$ cat src/rtl/mem_pkg.sv
`default_nettype none
// ============================================================================
// Module      : mem_pkg
// Description : Shared definitions for the data-memory port-2 read path:
//               address/data widths, the port-1 to port-2 address offset,
//               common typedefs and the streamer state encoding.
// Revision    : 1.0 - initial release
// ============================================================================
package mem_pkg;

  localparam int ADDR_W       = 20;
  localparam int DATA_W       = 16;
  // Port 2 sees the same array as port 1, shifted down by this many words.
  localparam int PORT2_OFFSET = 76;

  typedef logic [ADDR_W-1:0] addr_t;
  typedef logic [DATA_W-1:0] word16_t;

  typedef enum logic [1:0] {
    IDLE  = 2'd0,
    RUN   = 2'd1,
    DRAIN = 2'd2
  } streamer_state_t;

  // Converts a port-1 address into the equivalent port-2 address.
  function automatic addr_t port1_to_port2(input addr_t port1_addr);
    return port1_addr - addr_t'(PORT2_OFFSET);
  endfunction

endpackage
`default_nettype wire

$ cat src/rtl/stream_fifo.sv
`default_nettype none
// ============================================================================
// Module      : stream_fifo
// Description : Synchronous single-clock FIFO with first-word-fall-through
//               output (dout always shows the head entry).
// Ports       : clk, rst (async, active-low)
//               push/din   - write one entry
//               pop        - discard the head entry
//               dout       - head entry
//               count      - number of stored entries (0..DEPTH)
//               empty/full - status flags
// Revision    : 1.0 - initial release
// ============================================================================
module stream_fifo #(
  parameter int WIDTH = 16,
  parameter int DEPTH = 8    // power of two
) (
  input  logic                     clk,
  input  logic                     rst,
  input  logic                     push,
  input  logic [WIDTH-1:0]         din,
  input  logic                     pop,
  output logic [WIDTH-1:0]         dout,
  output logic [$clog2(DEPTH):0]   count,
  output logic                     empty,
  output logic                     full
);

  localparam int c_AW = $clog2(DEPTH);

  logic [WIDTH-1:0] r_mem [DEPTH];
  logic [c_AW-1:0]  r_wr_ptr;
  logic [c_AW-1:0]  r_rd_ptr;
  logic [c_AW:0]    r_count;
  logic             w_do_push;
  logic             w_do_pop;

  // Guard against misuse; the streamer's credit scheme never exercises these.
  assign w_do_push = push & ~full;
  assign w_do_pop  = pop  & ~empty;

  always_ff @(posedge clk or negedge rst) begin
    if (!rst) begin
      for (int i = 0; i < DEPTH; i++) begin
        r_mem[i] <= '0;
      end
      r_wr_ptr <= '0;
      r_rd_ptr <= '0;
      r_count  <= '0;
    end else begin
      if (w_do_push) begin
        r_mem[r_wr_ptr] <= din;
        r_wr_ptr        <= r_wr_ptr + c_AW'(1);
      end
      if (w_do_pop) begin
        r_rd_ptr <= r_rd_ptr + c_AW'(1);
      end
      case ({w_do_push, w_do_pop})
        2'b10:   r_count <= r_count + (c_AW+1)'(1);
        2'b01:   r_count <= r_count - (c_AW+1)'(1);
        default: r_count <= r_count;
      endcase
    end
  end

  assign dout  = r_mem[r_rd_ptr];
  assign count = r_count;
  assign empty = (r_count == '0);
  assign full  = (r_count == (c_AW+1)'(DEPTH));

endmodule
`default_nettype wire

$ cat src/rtl/mem_port2_streamer.sv
`default_nettype none
// ============================================================================
// Module      : mem_port2_streamer
// Description : Walks a contiguous address range through data-memory read
//               port 2, absorbs the fixed read latency and delivers the words
//               as a valid/ready stream through a small output FIFO.
// Ports       : clk, rst (async, active-low)
//               start, base_addr, length - run command (sampled in IDLE)
//               address2, qb             - data memory port 2
//               out_data, out_valid, out_ready - output stream
//               busy, done               - run status
// Revision    : 1.0 - initial release
// ============================================================================
module mem_port2_streamer #(
  parameter int ADDR_W     = mem_pkg::ADDR_W,
  parameter int DATA_W     = mem_pkg::DATA_W,
  parameter int FIFO_DEPTH = 8,   // power of two, >= READ_LAT+2
  parameter int READ_LAT   = 1
) (
  input  logic              clk,
  input  logic              rst,
  input  logic              start,
  input  logic [ADDR_W-1:0] base_addr,
  input  logic [ADDR_W-1:0] length,
  output logic [ADDR_W-1:0] address2,
  input  logic [DATA_W-1:0] qb,
  output logic [DATA_W-1:0] out_data,
  output logic              out_valid,
  input  logic              out_ready,
  output logic              busy,
  output logic              done
);

  import mem_pkg::*;

  // One stage covers the address2 register, READ_LAT stages the memory itself.
  localparam int c_PIPE_D = READ_LAT + 1;
  localparam int c_CNT_W  = $clog2(FIFO_DEPTH) + 1;
  localparam int c_SUM_W  = $clog2(FIFO_DEPTH + c_PIPE_D + 1) + 1;

  streamer_state_t r_state;
  streamer_state_t w_state_nxt;

  logic [ADDR_W-1:0]   r_base;
  logic [ADDR_W-1:0]   r_len;
  logic [ADDR_W-1:0]   r_issue_cnt;
  logic [ADDR_W-1:0]   r_pop_cnt;
  logic [ADDR_W-1:0]   r_addr2;
  logic [ADDR_W-1:0]   w_issue_cnt_inc;
  logic [c_PIPE_D-1:0] r_pipe;
  logic                r_zero_done;

  logic                w_accept;
  logic                w_issue;
  logic                w_push;
  logic                w_pop;
  logic                w_last_popped;
  logic                w_credit;
  logic [c_SUM_W-1:0]  w_inflight;

  logic [DATA_W-1:0]   w_fifo_dout;
  logic [c_CNT_W-1:0]  w_fifo_count;
  logic                w_fifo_empty;
  logic                w_fifo_full;

  // A start coinciding with the zero-length done pulse is dropped.
  assign w_accept        = (r_state == IDLE) && start && !r_zero_done;
  assign w_issue_cnt_inc = r_issue_cnt + ADDR_W'(1);
  assign w_last_popped   = (r_pop_cnt == r_len);
  assign w_push          = r_pipe[c_PIPE_D-1];
  assign w_pop           = out_valid & out_ready;

  // Reads in flight = set bits in the latency pipe.
  always_comb begin
    w_inflight = '0;
    for (int i = 0; i < c_PIPE_D; i++) begin
      w_inflight = w_inflight + c_SUM_W'(r_pipe[i]);
    end
  end

  // Only issue when the word is guaranteed a FIFO slot on arrival.
  assign w_credit = (c_SUM_W'(w_fifo_count) + w_inflight) < c_SUM_W'(FIFO_DEPTH);

  // ---------------------------------------------------------------- FSM
  always_ff @(posedge clk or negedge rst) begin
    if (!rst) begin
      r_state <= IDLE;
    end else begin
      r_state <= w_state_nxt;
    end
  end

  always_comb begin
    w_state_nxt = r_state;
    unique case (r_state)
      IDLE:    if (w_accept && (length != '0)) w_state_nxt = RUN;
      RUN:     if (w_issue && (w_issue_cnt_inc == r_len)) w_state_nxt = DRAIN;
      DRAIN:   if (w_last_popped) w_state_nxt = IDLE;
      default: w_state_nxt = IDLE;
    endcase
  end

  always_comb begin
    w_issue = (r_state == RUN) && (r_issue_cnt != r_len) && w_credit && !w_fifo_full;
    busy    = (r_state != IDLE);
    done    = ((r_state == DRAIN) && w_last_popped) || r_zero_done;
  end

  // ---------------------------------------------------------------- datapath
  always_ff @(posedge clk or negedge rst) begin
    if (!rst) begin
      r_base      <= '0;
      r_len       <= '0;
      r_issue_cnt <= '0;
      r_pop_cnt   <= '0;
      r_addr2     <= '0;
      r_pipe      <= '0;
      r_zero_done <= 1'b0;
    end else begin
      r_zero_done <= w_accept && (length == '0);
      r_pipe      <= {r_pipe[c_PIPE_D-2:0], w_issue};
      if (w_accept) begin
        r_base      <= base_addr;
        r_len       <= length;
        r_issue_cnt <= '0;
        r_pop_cnt   <= '0;
      end else begin
        if (w_issue) begin
          // Natural ADDR_W overflow gives the required address wrap.
          r_addr2     <= r_base + r_issue_cnt;
          r_issue_cnt <= w_issue_cnt_inc;
        end
        if (w_pop) begin
          r_pop_cnt <= r_pop_cnt + ADDR_W'(1);
        end
      end
    end
  end

  assign address2 = r_addr2;

  stream_fifo #(
    .WIDTH (DATA_W),
    .DEPTH (FIFO_DEPTH)
  ) u_fifo (
    .clk   (clk),
    .rst   (rst),
    .push  (w_push),
    .din   (qb),
    .pop   (w_pop),
    .dout  (w_fifo_dout),
    .count (w_fifo_count),
    .empty (w_fifo_empty),
    .full  (w_fifo_full)
  );

  assign out_data  = w_fifo_dout;
  assign out_valid = ~w_fifo_empty;

endmodule
`default_nettype wire
$ cat config.mk
export PLATFORM = sky130hd
export DESIGN_NAME = mem_port2_streamer
export DESIGN_NICKNAME = d
export VERILOG_FILES = /design/src/rtl/mem_pkg.sv /design/src/rtl/stream_fifo.sv /design/src/rtl/mem_port2_streamer.sv
export SDC_FILE = /design/constraint.sdc
export NUM_CORES = 1
export LEC_CHECK = 0
export ABC_AREA = 1
export BUFFER_PORTS_ARGS = -buffer_cell sky130_fd_sc_hd__buf_4
export CAP_MARGIN = 20
export CORE_AREA = 8 8 132 183
export CTS_CLUSTER_SIZE = 10
export DETAILED_ROUTE_END_ITERATION = 10
export DIE_AREA = 0 0 140 191
export PLACE_DENSITY = 0.83
export SYNTH_ARGS = -nofsm -noshare
export SYNTH_HDL_FRONTEND = slang
export SYNTH_SLANG_ARGS = --single-unit
$ cat constraint.sdc
create_clock -name clk -period 2.8 [get_ports clk]
set_clock_uncertainty 0.15 [all_clocks]
set_input_delay 0.56 -clock clk [delete_from_list [all_inputs] [get_ports clk]]
set_output_delay 0.56 -clock clk [all_outputs]
set_load 0.01 [all_outputs]
==> results.py <==
metrics = {
    "global_route": {
        "grt_max_degree": 83,
        "grt_pass1_vias": 11740,
        "grtUsageTotal": 0.2708,
        "grt.overflow.total": 0,
        "antenna_found_initial": 0,
        "grt_pass1_wl_mm": 58.91,
    },
    "layout": {
        "fillers": 1773,
        "areaGrowthSynthToFinish_pct": 15.81,
        "nets": 1864,
        "drive_above_1_share": 0.1147,
        "fin_cells": 2042,
        "post-route-cell-area_um2": 14900,
        "antennaDiodeCount": 0,
        "fin_util": 0.6944,
    },
    "drt": {
        "wl_mm": 36.41,
        "drt-vias-per-instance": 5.793,
        "first_iter_violations": 1005,
        "drc": 0,
        "vias": 11830,
        "antenna_left": 0,
        "routedWlPerCell_um": 17.83,
        "first_pass_iters": 7,
    },
    "sta": {
        "worstMarginPinSlew_ns": 0.6941,
        "fin_crit_ns": 2.822,
        "whs_ns": 0.06928,
        "slew_viol_final": 0,
        "setup_violations": 1,
        "relSlewSlack": 0.5373,
        "rsz0062_at_grt": "yes",
        "fmax_mhz": 354.3,
        "finalCritPeriodShare": 1.008,
        "finalHoldViolCount": 0,
        "fin_ws_ns": -0.02246,
        "fin_tns_setup_ns": -0.02246,
    },
    "setup_path": {
        "cp.arrival_ns": 2.11,
        "required_ns": 2.09,
        "critPathCaptureType": "output port",
        "reg2reg_setup_slack_ns": 0.36,
        "reg2reg_to": "address2[16]",
        "critPathMaxFanout": 4,
        "start_kind": "flip-flop",
        "reg2reg_depth": 11,
        "rr_startpoint": "r_issue_cnt[0]",
        "path_class": "flip-flop to output port",
    },
    "floorplan": {
        "dieArea_um2": 26740,
        "fp-row-count": 64,
        "start_util": 0.5996,
        "fp.dieW_um": 140,
        "core_area_um2": 21460,
        "chipHeight_um": 191,
        "io_pins": 99,
    },
    "place": {
        "place_hpwl_mm": 25.39,
        "gp_congestion": 0.9554,
        "place_area_um2": 14040,
        "dp_cells": 2002,
        "preCtsSetupSlack_ns": 0.3575,
        "port-buffer-count": 98,
    },
    "logic_synthesis": {
        "synth_most_common_cell": "nand2_1",
        "netlist_area_um2": 12870,
        "yosysTopAreaCellShare": 0.4726,
        "async_flop_share": 1.000,
        "synth_edf_count": 0,
        "synth.largest_area_cell": "dfrtp_1",
        "synthTopCellsByCount": "nand2_1, o21ai_0, dfrtp_1, nor2_1, inv_1",
        "synth.area.top_cells": "dfrtp_1, nand2_1, o21ai_0, nor2_1, inv_1",
        "ys_dominant_reg_cell": "dfrtp_1",
        "synth.distinct_cells": 46,
        "yosysWarningCount": 0,
        "synth_cells": 1668,
        "synth_nets": 1757,
        "ys_seq_area_frac": 0.4726,
        "syn_avg_cell_area_um2": 7.714,
        "ys_seq_elements": 243,
    },
    "pwr": {
        "vdd_ir_drop_max_v": 0.0005428,
        "p_total_mw": 15.05,
        "power_density_nw_per_um2": 1010,
        "cellLeakagePower_nw": 7.322,
    },
    "hold_path": {
        "whs_path_depth": 3,
        "min_to": "r_base[9]",
        "hold_class": "input pin to flip-flop",
        "worstHoldStart": "base_addr[9]",
    },
    "cts": {
        "cts_sinks": 243,
        "clockBufferDepth": 3,
        "cts.clk_slew.worst_paths_ns": 0.06,
        "cts_buffers": 28,
        "htreeDepth": 1,
        "cts_root_buffer": "clkbuf_16",
        "cts_tree": "done",
        "clock_latency_ns": 0.53,
    },
    "flow_run": {
        "maxCapViolCount": 0,
    },
    "outcome": {
        "violations": "negative setup slack",
        "outcome": "complete, but fails checks",
    },
}
power breakdown:
group          switching (mW)  internal [mW]
sequential              0.875           4.82
clock                    1.35           1.81
combinational            3.74           2.46
total                    5.96           9.09
registers in the layout (all words and copies together), names as in the netlist:
name             cells
r_base              20
r_pipe               2
r_zero_done          1
u_fifo.r_rd_ptr      3
r_len               20
r_pop_cnt           20
r_issue_cnt         20
u_fifo.r_wr_ptr      3
u_fifo.count         4
u_fifo.r_mem       128
r_state              2
address2            20
final cells by class:
type,instances,area [um^2],share of cell area
Inverter,121,459.2,0.03081
Tap cell,264,330.3,0.02217
Clock buffer,31,733.2,0.04920
Timing Repair Buffer,144,1212,0.08136
Sequential cell,243,6083,0.4082
Multi-Input combinational cell,1237,6073,0.4076
Clock inverter,2,10.01,0.0006717
logic make-up (layout without fill, tap and decap cells):
logic type | after synthesis | count (layout) | synth area share
XOR/XNOR | 58 | 58 | 0.04006
buffers and inverters | 188 | 298 | 0.05688
adder cells (fa/ha/maj) | 29 | 29 | 0.02937
flip-flops | 243 | 243 | 0.4726
AND/OR/NAND/NOR | 793 | 793 | 0.2538
AO/OA/AOI/OAI | 357 | 357 | 0.1473
routing by layer:
| metal | track usage | vias up | share of wire |
|---|---|---|---|
| met2 | 0.5023 | 407 | 0.53 |
| met3 | 0.02999 | 83 | 0.049 |
| met1 | 0.3160 | 5647 | 0.39 |
| met5 | 0 | - | 0 |
| met4 | 0.1014 | 0 | 0.026 |
| li1 | - | 5692 | - |
cell usage in the layout, fill, tap and decap left out, types with 3 or more instances in the layout:
cell       instances
nand4_1           34
buf_12             6
buf_4            132
nor3b_1            3
inv_2              4
or2_2              6
inv_1            114
xnor2_1           28
o21ai_1            4
clkbuf_16         31
nand3_1           47
a21oi_1           40
nor2_1           215
dfrtp_1          241
nand3_2            3
nand3b_1           4
o21a_1             3
nor3_1            13
nor2_4             3
xor2_1            29
a31oi_1           20
clkinv_2           3
o21ai_0          251
nand2_1          449
o21bai_1           6
nor4_1             7
ha_1              27
o22ai_1           23
worst max path at each step:
stage,startpoint,endpoint,cells after the start
3_5_place_dp,r_len[1],done,8
5_1_grt,r_pop_cnt[1],done,8
2_1_floorplan,u_fifo.count[1],u_fifo.count[3],13
6_report,r_len[0],done,8
4_1_cts,r_len[1],done,8
3_3_place_gp,r_len[1],done,8
worst max-delay path: stages (launching register included):
cell     delay (ns)
dfrtp_1        0.42
inv_1          0.07
nor2_1         0.04
nor4_1         0.28
nand4_1        0.14
nor3_2         0.22
nand3_2        0.12
o21ai_2        0.15
buf_4          0.14
what timing repair did:
item	4_1_cts	5_1_grt
buffers inserted	1	3
gates cloned	0	2
endpoints found under the hold margin	75	0
hold buffers	1	0
resized for setup	4	9
setup endpoints to repair	1	17
pin swaps	0	4
No activity file was read; power rests on OpenSTA's default activity.
